## config.mk

```make
export PLATFORM = sky130hd
export DESIGN_NAME = traffic_sequencer
export DESIGN_NICKNAME = d
export VERILOG_FILES = /design/src/rtl/traffic_pkg.sv /design/src/rtl/phase_timer.sv /design/src/rtl/traffic_sequencer.sv
export SDC_FILE = /design/constraint.sdc
export NUM_CORES = 1
export LEC_CHECK = 0
export CORE_MARGIN = 3
export CORE_UTILIZATION = 60
export DETAILED_ROUTE_END_ITERATION = 16
export DONT_BUFFER_PORTS = 1
export PLACE_DENSITY_LB_ADDON = 0.2
export SLEW_MARGIN = 20
export SYNTH_ARGS = -nofsm -noshare
export SYNTH_HDL_FRONTEND = slang
export SYNTH_SLANG_ARGS = --single-unit
export TNS_END_PERCENT = 30
```

## constraint.sdc

```tcl
create_clock -name clk -period 4.4 [get_ports clk]
set_input_delay 0.88 -clock clk [delete_from_list [all_inputs] [get_ports clk]]
set_output_delay 0.88 -clock clk [all_outputs]
set_load 0.1 [all_outputs]
```

## src/rtl/traffic_pkg.sv

```systemverilog
// Shared types and helpers for the intersection phase controller.
//   light_t : lamp encoding driven onto the light_a / light_b outputs
//   state_t : controller phase, value doubles as the phase debug code
//   max_of  : larger of two unsigned values, used to size counters
package traffic_pkg;

  typedef enum logic [1:0] {
    RED    = 2'b00,
    YELLOW = 2'b01,
    GREEN  = 2'b10
  } light_t;

  typedef enum logic [2:0] {
    A_GREEN   = 3'd0,
    A_YELLOW  = 3'd1,
    ALLRED_AB = 3'd2,
    B_GREEN   = 3'd3,
    B_YELLOW  = 3'd4,
    ALLRED_BA = 3'd5,
    PED_WALK  = 3'd6
  } state_t;

  function automatic int unsigned max_of(input int unsigned a, input int unsigned b);
    return (a > b) ? a : b;
  endfunction

endpackage

```

## src/rtl/phase_timer.sv

```systemverilog
// Tick counter for the current phase.
//   clk, reset : clock, asynchronous active-high reset
//   en         : count enable (divider tick)
//   clr        : synchronous clear, wins over en
//   limit      : saturation value of the count
//   n          : count + 1, the value the controller evaluates this tick
module phase_timer #(
  parameter int unsigned CNT_W = 4
) (
  input  logic             clk,
  input  logic             reset,
  input  logic             en,
  input  logic             clr,
  input  logic [CNT_W-1:0] limit,
  output logic [CNT_W:0]   n
);

  logic [CNT_W-1:0] count;

  // One bit wider than count so count+1 never wraps before the limit check.
  assign n = {1'b0, count} + (CNT_W+1)'(1);

  always_ff @(posedge clk or posedge reset) begin
    if (reset) begin
      count <= '0;
    end else if (clr) begin
      count <= '0;
    end else if (en) begin
      count <= (n > {1'b0, limit}) ? limit : n[CNT_W-1:0];
    end
  end

endmodule

```

## src/rtl/traffic_sequencer.sv

```systemverilog
// Two-road intersection phase controller with pedestrian crossing.
// Road A rests in green; road B and the crossing are served on demand.
//   clk, reset  : clock, asynchronous active-high reset
//   tick        : one-clk enable pulse from the clock divider
//   sa, sb      : vehicle sensors for roads A and B
//   ped_req     : pedestrian button, latched into ped_pending
//   light_a/_b  : registered lamp outputs (light_t)
//   ped_walk    : walk lamp
//   ped_pending : latched request not yet served
//   phase       : current state code
module traffic_sequencer
  import traffic_pkg::*;
#(
  parameter int unsigned GREEN_MIN_TICKS = 3,
  parameter int unsigned GREEN_MAX_TICKS = 6,
  parameter int unsigned YELLOW_TICKS    = 2,
  parameter int unsigned ALLRED_TICKS    = 1,
  parameter int unsigned WALK_TICKS      = 4
) (
  input  logic       clk,
  input  logic       reset,
  input  logic       tick,
  input  logic       sa,
  input  logic       sb,
  input  logic       ped_req,
  output light_t     light_a,
  output light_t     light_b,
  output logic       ped_walk,
  output logic       ped_pending,
  output logic [2:0] phase
);

  localparam int unsigned MAX_TICKS = max_of(max_of(max_of(GREEN_MIN_TICKS, GREEN_MAX_TICKS),
                                                    max_of(YELLOW_TICKS, ALLRED_TICKS)),
                                             WALK_TICKS);
  localparam int unsigned CNT_W = $clog2(MAX_TICKS) + 1;

  localparam logic [CNT_W:0]   N_GMIN  = (CNT_W+1)'(GREEN_MIN_TICKS);
  localparam logic [CNT_W:0]   N_GMAX  = (CNT_W+1)'(GREEN_MAX_TICKS);
  localparam logic [CNT_W:0]   N_YEL   = (CNT_W+1)'(YELLOW_TICKS);
  localparam logic [CNT_W:0]   N_ARED  = (CNT_W+1)'(ALLRED_TICKS);
  localparam logic [CNT_W:0]   N_WALK  = (CNT_W+1)'(WALK_TICKS);
  localparam logic [CNT_W-1:0] LIM_ALL = CNT_W'(MAX_TICKS);
  localparam logic [CNT_W-1:0] LIM_AG  = CNT_W'(GREEN_MAX_TICKS);

  state_t           state, state_nx;
  logic             clr;
  logic [CNT_W-1:0] limit;
  logic [CNT_W:0]   n;
  light_t           la_nx, lb_nx;
  logic             walk_nx;
  logic             sa_unused;

  // Road A sensor has no effect on sequencing.
  assign sa_unused = sa;

  assign phase = state;

  phase_timer #(.CNT_W(CNT_W)) u_timer (
    .clk   (clk),
    .reset (reset),
    .en    (tick),
    .clr   (clr),
    .limit (limit),
    .n     (n)
  );

  always_comb begin
    state_nx = state;
    limit    = LIM_ALL;
    case (state)
      A_GREEN: begin
        limit = LIM_AG;
        if (tick && n >= N_GMIN && (sb || ped_pending)) state_nx = A_YELLOW;
      end
      A_YELLOW:  if (tick && n == N_YEL) state_nx = ALLRED_AB;
      ALLRED_AB: if (tick && n == N_ARED) state_nx = ped_pending ? PED_WALK : B_GREEN;
      B_GREEN: begin
        if (tick && (n == N_GMAX || (n >= N_GMIN && (!sb || ped_pending))))
          state_nx = B_YELLOW;
      end
      B_YELLOW:  if (tick && n == N_YEL) state_nx = ALLRED_BA;
      ALLRED_BA: if (tick && n == N_ARED) state_nx = ped_pending ? PED_WALK : A_GREEN;
      PED_WALK:  if (tick && n == N_WALK) state_nx = A_GREEN;
      default:   state_nx = ALLRED_BA;
    endcase
    // Every transition (including illegal-code recovery) restarts the phase count.
    clr = (state_nx != state);
  end

  // Lamp decode from the next state so outputs register on the same edge as state.
  always_comb begin
    la_nx   = RED;
    lb_nx   = RED;
    walk_nx = 1'b0;
    case (state_nx)
      A_GREEN:  la_nx   = GREEN;
      A_YELLOW: la_nx   = YELLOW;
      B_GREEN:  lb_nx   = GREEN;
      B_YELLOW: lb_nx   = YELLOW;
      PED_WALK: walk_nx = 1'b1;
      default: ;
    endcase
  end

  always_ff @(posedge clk or posedge reset) begin
    if (reset) begin
      state       <= ALLRED_BA;
      light_a     <= RED;
      light_b     <= RED;
      ped_walk    <= 1'b0;
      ped_pending <= 1'b0;
    end else begin
      state    <= state_nx;
      light_a  <= la_nx;
      light_b  <= lb_nx;
      ped_walk <= walk_nx;
      // Entry into the walk phase consumes the request, including one arriving that cycle.
      if (state_nx == PED_WALK && state != PED_WALK) ped_pending <= 1'b0;
      else if (ped_req && state != PED_WALK)        ped_pending <= 1'b1;
    end
  end

endmodule

```

* Word-level counts from Yosys, hierarchy flattened
Cells that the tools add are included.
Operators by class: reduce and logical (&&, ||, !) cells 17, muxes and demuxes 18, add/sub/neg operators 1, magnitude comparators 2, equality and inequality tests 16
Operators by type and width (number):
- 2-to-1 mux 3 bit | 9
- one-hot mux 3 bit (7 select lines) | 1
- == test 3 bit (second input constant) | 5
- 2-to-1 mux 4 bit | 3
- == test 5 x 3 -> 1 bit (second input constant) | 2
- == test 3 x 2 -> 1 bit (second input constant) | 3
- logical AND 1 bit | 9
- one-hot mux 2 bit (2 select lines) | 2
- == test 3 x 1 -> 1 bit (second input constant) | 2
- zero test 3 bit | 2
- adder 4 x 1 -> 5 bit (second input constant) | 1
- == test 5 x 1 -> 1 bit (second input constant) | 1
- == test 5 x 2 -> 1 bit (second input constant) | 1
- greater-or-equal comparator 5 x 2 -> 1 bit (second input constant) | 1
- > comparator 5 x 3 -> 1 bit (second input constant) | 1
- nonzero test 2 bit | 2
- logical OR 1 bit | 3
- 2-to-1 mux 1 bit | 3
- inequality test 3 bit | 1
- inequality test 3 bit (second input constant) | 1
- zero test 1 bit | 1
Word-level totals: flip-flop bits (word level) 13, word-level logic and storage cells 60, output and inout bits 9

* Longest topological paths before layout
depth in word-level cells 10, gate-level depth with buffers 9, depth with buffers taken out 9

* Modules after synthesis
A second synthesis with hierarchy kept.
Unflattened totals: cell total of the unflattened synthesis 115, area total of the unflattened synthesis 1038.5 um^2
By module, submodules not included:
- traffic_sequencer | cells an instance 69, instances 1, area an instance 650.6 um^2
- phase_timer | cells an instance 46, instances 1, area an instance 387.9 um^2

* Worst setup path after synthesis
OpenSTA, ideal clock, no wires.
kind register to register, start point register state[1] (netlist: phase[1]), end point register u_timer.count[1], arrival time 2.475 ns, path slack 1.839 ns, cell stages (with the launch flop) 9, data required time 4.314 ns, path buffers 1, cells stage by stage dfrtp_1 -> clkbuf_1 -> and2b_1 -> nand3_1 -> a2111oi_4 -> nor4_4 -> nand3_1 -> o211ai_2 -> nor3_1
On the way: cells in the longest elaborated chain, start to end 4
RTL lines:
- start, declared | RTL line traffic_sequencer.sv:46 | state_t state, state_nx;
- start signal, assigned | RTL line traffic_sequencer.sv:114 | state <= state_nx;
- == test 3 bit, or another cell as far along | RTL line traffic_sequencer.sv:71 | case (state)
- one-hot mux 3 bit (7 select lines) | RTL line traffic_sequencer.sv:71
- inequality test 3 bit (*) | RTL line traffic_sequencer.sv:88 | clr = (state_nx != state);
- 2-to-1 mux 4 bit / nonzero test 2 bit (equally long branches)
- end signal, assigned | RTL line phase_timer.sv:29 | count <= (n > {1'b0, limit}) ? limit : n[CNT_W-1:0];
- end, declared | RTL line phase_timer.sv:18 | logic [CNT_W-1:0] count;
Every way passes the cells marked *; elsewhere a longest branch is shown, timed or not. A chain may end at the register's enable or synchronous reset.

* Worst setup path in the final report
start point register u_timer.count[0], end point register u_timer.count[0]
On the way: cells in the longest elaborated chain, start to end 9
RTL lines:
- adder 4 x 1 -> 5 bit (*) | RTL line phase_timer.sv:21 | assign n = {1'b0, count} + (CNT_W+1)'(1);
- greater-or-equal comparator 5 x 2 -> 1 bit | RTL line traffic_sequencer.sv:74, traffic_sequencer.sv:79
- logical AND 1 bit | RTL line traffic_sequencer.sv:79 | if (tick && (n == N_GMAX || (n >= N_GMIN && (!sb || ped_pending))))
- logical OR 1 bit | RTL line traffic_sequencer.sv:79
- logical AND 1 bit | RTL line traffic_sequencer.sv:79
- 2-to-1 mux 3 bit | RTL line traffic_sequencer.sv:79
- one-hot mux 3 bit (7 select lines) | RTL line traffic_sequencer.sv:71
- inequality test 3 bit | RTL line traffic_sequencer.sv:88
- 2-to-1 mux 4 bit / nonzero test 2 bit (equally long branches)
Every way passes the cells marked *; elsewhere a longest branch is shown, timed or not. The select of a mux whose other input is x is not followed.

==> results.sh <==
export IMPL_status="complete, no violations"
export IMPL_drive_gt1_share_pct=21.2
export IMPL_die_h_um=48.4
export IMPL_drt_wl_total_um=2220
export IMPL_avgSynthCellArea_um2=9.56
export IMPL_post_cts_setup_buffers=0
export IMPL_worstSetupEndpointType="flip-flop"
export IMPL_highest_signal_layer="met3"
export IMPL_area_growth_pct=4.17
export IMPL_clk_pin_slew_ns=0.08
export IMPL_worst_slack_ns=1.88
export IMPL_cts_sinks=13
export IMPL_slowest_stage="dfrtp_1"
export IMPL_clock_fmax_mhz=397
export IMPL_post_drt_via_cell_ratio=6.36
export IMPL_met3_length_um=136
export IMPL_nets=125
export IMPL_yosysSeqAreaShare_pct=30.4
export IMPL_path_cells="ha_1 -> inv_1 -> mux2i_1 -> a31oi_1 -> a21oi_1 -> o21ai_0 -> o31ai_1 -> a211oi_1"
export IMPL_grt_max_degree=14
export IMPL_globalRouteTotalUtil_pct=20.6
export IMPL_synth_seq_cells=13
export IMPL_leakage_nw=0.454
export IMPL_syn_nets=124
export IMPL_hold_viol=0
export IMPL_grt_pass1_vias=888
export IMPL_hold_path_class="primary input to asynchronous set/reset pin"
export IMPL_first_iter_violations=29
export IMPL_crit_fanout=9
export IMPL_io_pins=15
export IMPL_synthArstFlopShare_pct=100
export IMPL_numCtsBuffers=3
export IMPL_crit_type="flip-flop to flip-flop"
export IMPL_holdBufCountCts=0
export IMPL_vdd_drop_max_mv=0.735
export IMPL_utilization_pct=70.6
export IMPL_syn_inst=113
export IMPL_vias=871
export IMPL_tns_ns=0
export IMPL_placed_cells=133
export IMPL_drv_slew=0
export IMPL_num_antenna_cells=0
export IMPL_ys_flop_type="dfrtp_1"
export IMPL_power_density_nw_per_um2=821
export IMPL_start_util_pct=67.7
export IMPL_die_area_um2=2340
export IMPL_synth_edf_count=0
export IMPL_clock_skew_ns=0.00602
export IMPL_dr_pass1_iters=4
export IMPL_layoutNonFillerInstCount=137
export IMPL_dp_hpwl_um=1720
export IMPL_maxCapViolations=0
export IMPL_ctsResizeCount=0
export IMPL_min_period_ns=2.52
export IMPL_fillers=128
export IMPL_antenna_found_initial=0
export IMPL_wl_met1_um=954
export IMPL_stdcell_area_um2=1120
export IMPL_met2_length_um=1130
export IMPL_synth_cell_types=48
export IMPL_max_stage_delay_ns=0.52
export IMPL_grt_pass1_wl_um=3950
export IMPL_power_uw=924
export IMPL_setup_viol=0
export IMPL_fin_crit_sh_pct=57.2
export IMPL_drc=0
export IMPL_worstMarginPinSlew_ns=1.12
export IMPL_dpl_instance_area_um2=1100
export IMPL_grt_ovfl_total=0
export IMPL_ant_nets=0
export IMPL_core_area_um2=1590
export IMPL_cts_buffer_depth=2
export IMPL_slew_headroom_pct=25.3
export IMPL_port_buffers=0
export IMPL_routedWlPerCell_um=16.2
export IMPL_crit_required_ns=4.59
export IMPL_grt_setup_unrepaired="no"
export IMPL_gp_congestion=0.877
export IMPL_htreeDepth=1
export IMPL_die_w_um=48.4
export IMPL_syn_cell_area_um2=1080
export IMPL_fin_hold_ws_ns=0.498
export IMPL_rows=14
export IMPL_clockRootBuffer="clkbuf_4"
export IMPL_synth_warnings=0
export IMPL_cts_tree="built"
export IMPL_clock_latency_ns=0.28
export IMPL_start_kind="flip-flop"
export IMPL_place_ws_ns=1.95
export IMPL_cp_arrival_ns=2.71
-- state kept, by name, summed over array words and instances (netlist names) --
signal and flops:
ped_pending 1, light_a 2, phase 3, light_b 2, ped_walk 1, u_timer.count 4
-- final timing paths --
path / from / endpoint / slack, ns / cells past startpoint
max: u_timer.count[0]$_DFFE_PP0P_ / u_timer.count[0]$_DFFE_PP0P_ / 1.88 / 8
min: reset / light_a[1]$_DFF_PP0_ / 0.50 / 1
max reg2reg: u_timer.count[0]$_DFFE_PP0P_ / u_timer.count[0]$_DFFE_PP0P_ / 1.88 / 8
min reg2reg: u_timer.count[0]$_DFFE_PP0P_ / u_timer.count[0]$_DFFE_PP0P_ / 0.71 / 2
max in group asynchronous: reset / phase[2]$_DFF_PP1_ / 3.55 / 1
min in group clk: tick / u_timer.count[3]$_DFFE_PP0P_ / 0.66 / 1
-- routing by layer --
metal	GRT usage, %	vias to the layer above
met1	25.9	424
met3	6.13	0
li1	-	416
met2	35.3	31
met4	3.79	0
met5	0	-
-- cell usage in the layout, fill, tap and decap left out, types with 2 or more instances in the layout --
master,n
nand2_1,7
o22ai_1,2
a21oi_1,7
dfstp_2,2
nand2b_1,2
nand3_1,4
nor3_1,7
nand3b_1,2
ha_1,5
a41oi_2,3
nor2_1,5
nor2b_1,2
clkbuf_4,3
nand4_1,2
and3_1,3
o21ai_0,3
inv_1,10
a211oi_1,2
dfrtp_1,11
and2_1,2
-- layout make-up --
class	instances	area, µm²	share of cell area, %
Inverter	11	43.8	3.89
Sequential cell	13	328	29.1
Timing Repair Buffer	1	7.51	0.667
Tap cell	24	30.0	2.67
Clock buffer	3	22.5	2.00
Multi-Input combinational cell	84	688	61.2
Clock inverter	1	5.00	0.445
-- power breakdown --
group / leakage (nW) / switching, mW / internal, mW
sequential: 0.163 / 0.278 / 0.166
clock: 0.0177 / 0.0398 / 0.0337
combinational: 0.273 / 0.240 / 0.166
-- kinds of logic (layout without fill, tap and decap cells) --
group / count (synthesis) / count (layout) / share of synthesized area, %
buffers and inverters: 16 / 16 / 5.91
flip-flops: 13 / 13 / 30.4
XOR/XNOR: 1 / 1 / 0.811
adder cells (fa/ha/maj): 5 / 5 / 5.79
AO/OA/AOI/OAI: 30 / 30 / 26.2
multiplexers: 3 / 3 / 3.59
AND/OR/NAND/NOR: 45 / 45 / 27.3
-- cells in the mapped netlist, types with 3 or more instances --
| cell | n | area (µm²) |
|---|---|---|
| dfrtp_1 | 11 | 275 |
| inv_1 | 10 | 37.5 |
| a21oi_1 | 7 | 35.0 |
| nand2_1 | 7 | 26.3 |
| nor3_1 | 7 | 35.0 |
| ha_1 | 5 | 62.6 |
| nor2_1 | 5 | 18.8 |
| clkbuf_1 | 4 | 15.0 |
| nand3_1 | 4 | 20.0 |
| a41oi_2 | 3 | 48.8 |
| and3_1 | 3 | 18.8 |
| o21ai_0 | 3 | 15.0 |
-- worst max-delay path, delay by kind of cell (launching register included) --
kind	cells	cell delay (ns)
multiplexers	1	0.20
adder cells (fa/ha/maj)	1	0.39
buffers and inverters	1	0.12
AO/OA/AOI/OAI	5	1.18
flip-flops	1	0.52
No activity file was read; power rests on OpenSTA's default activity.
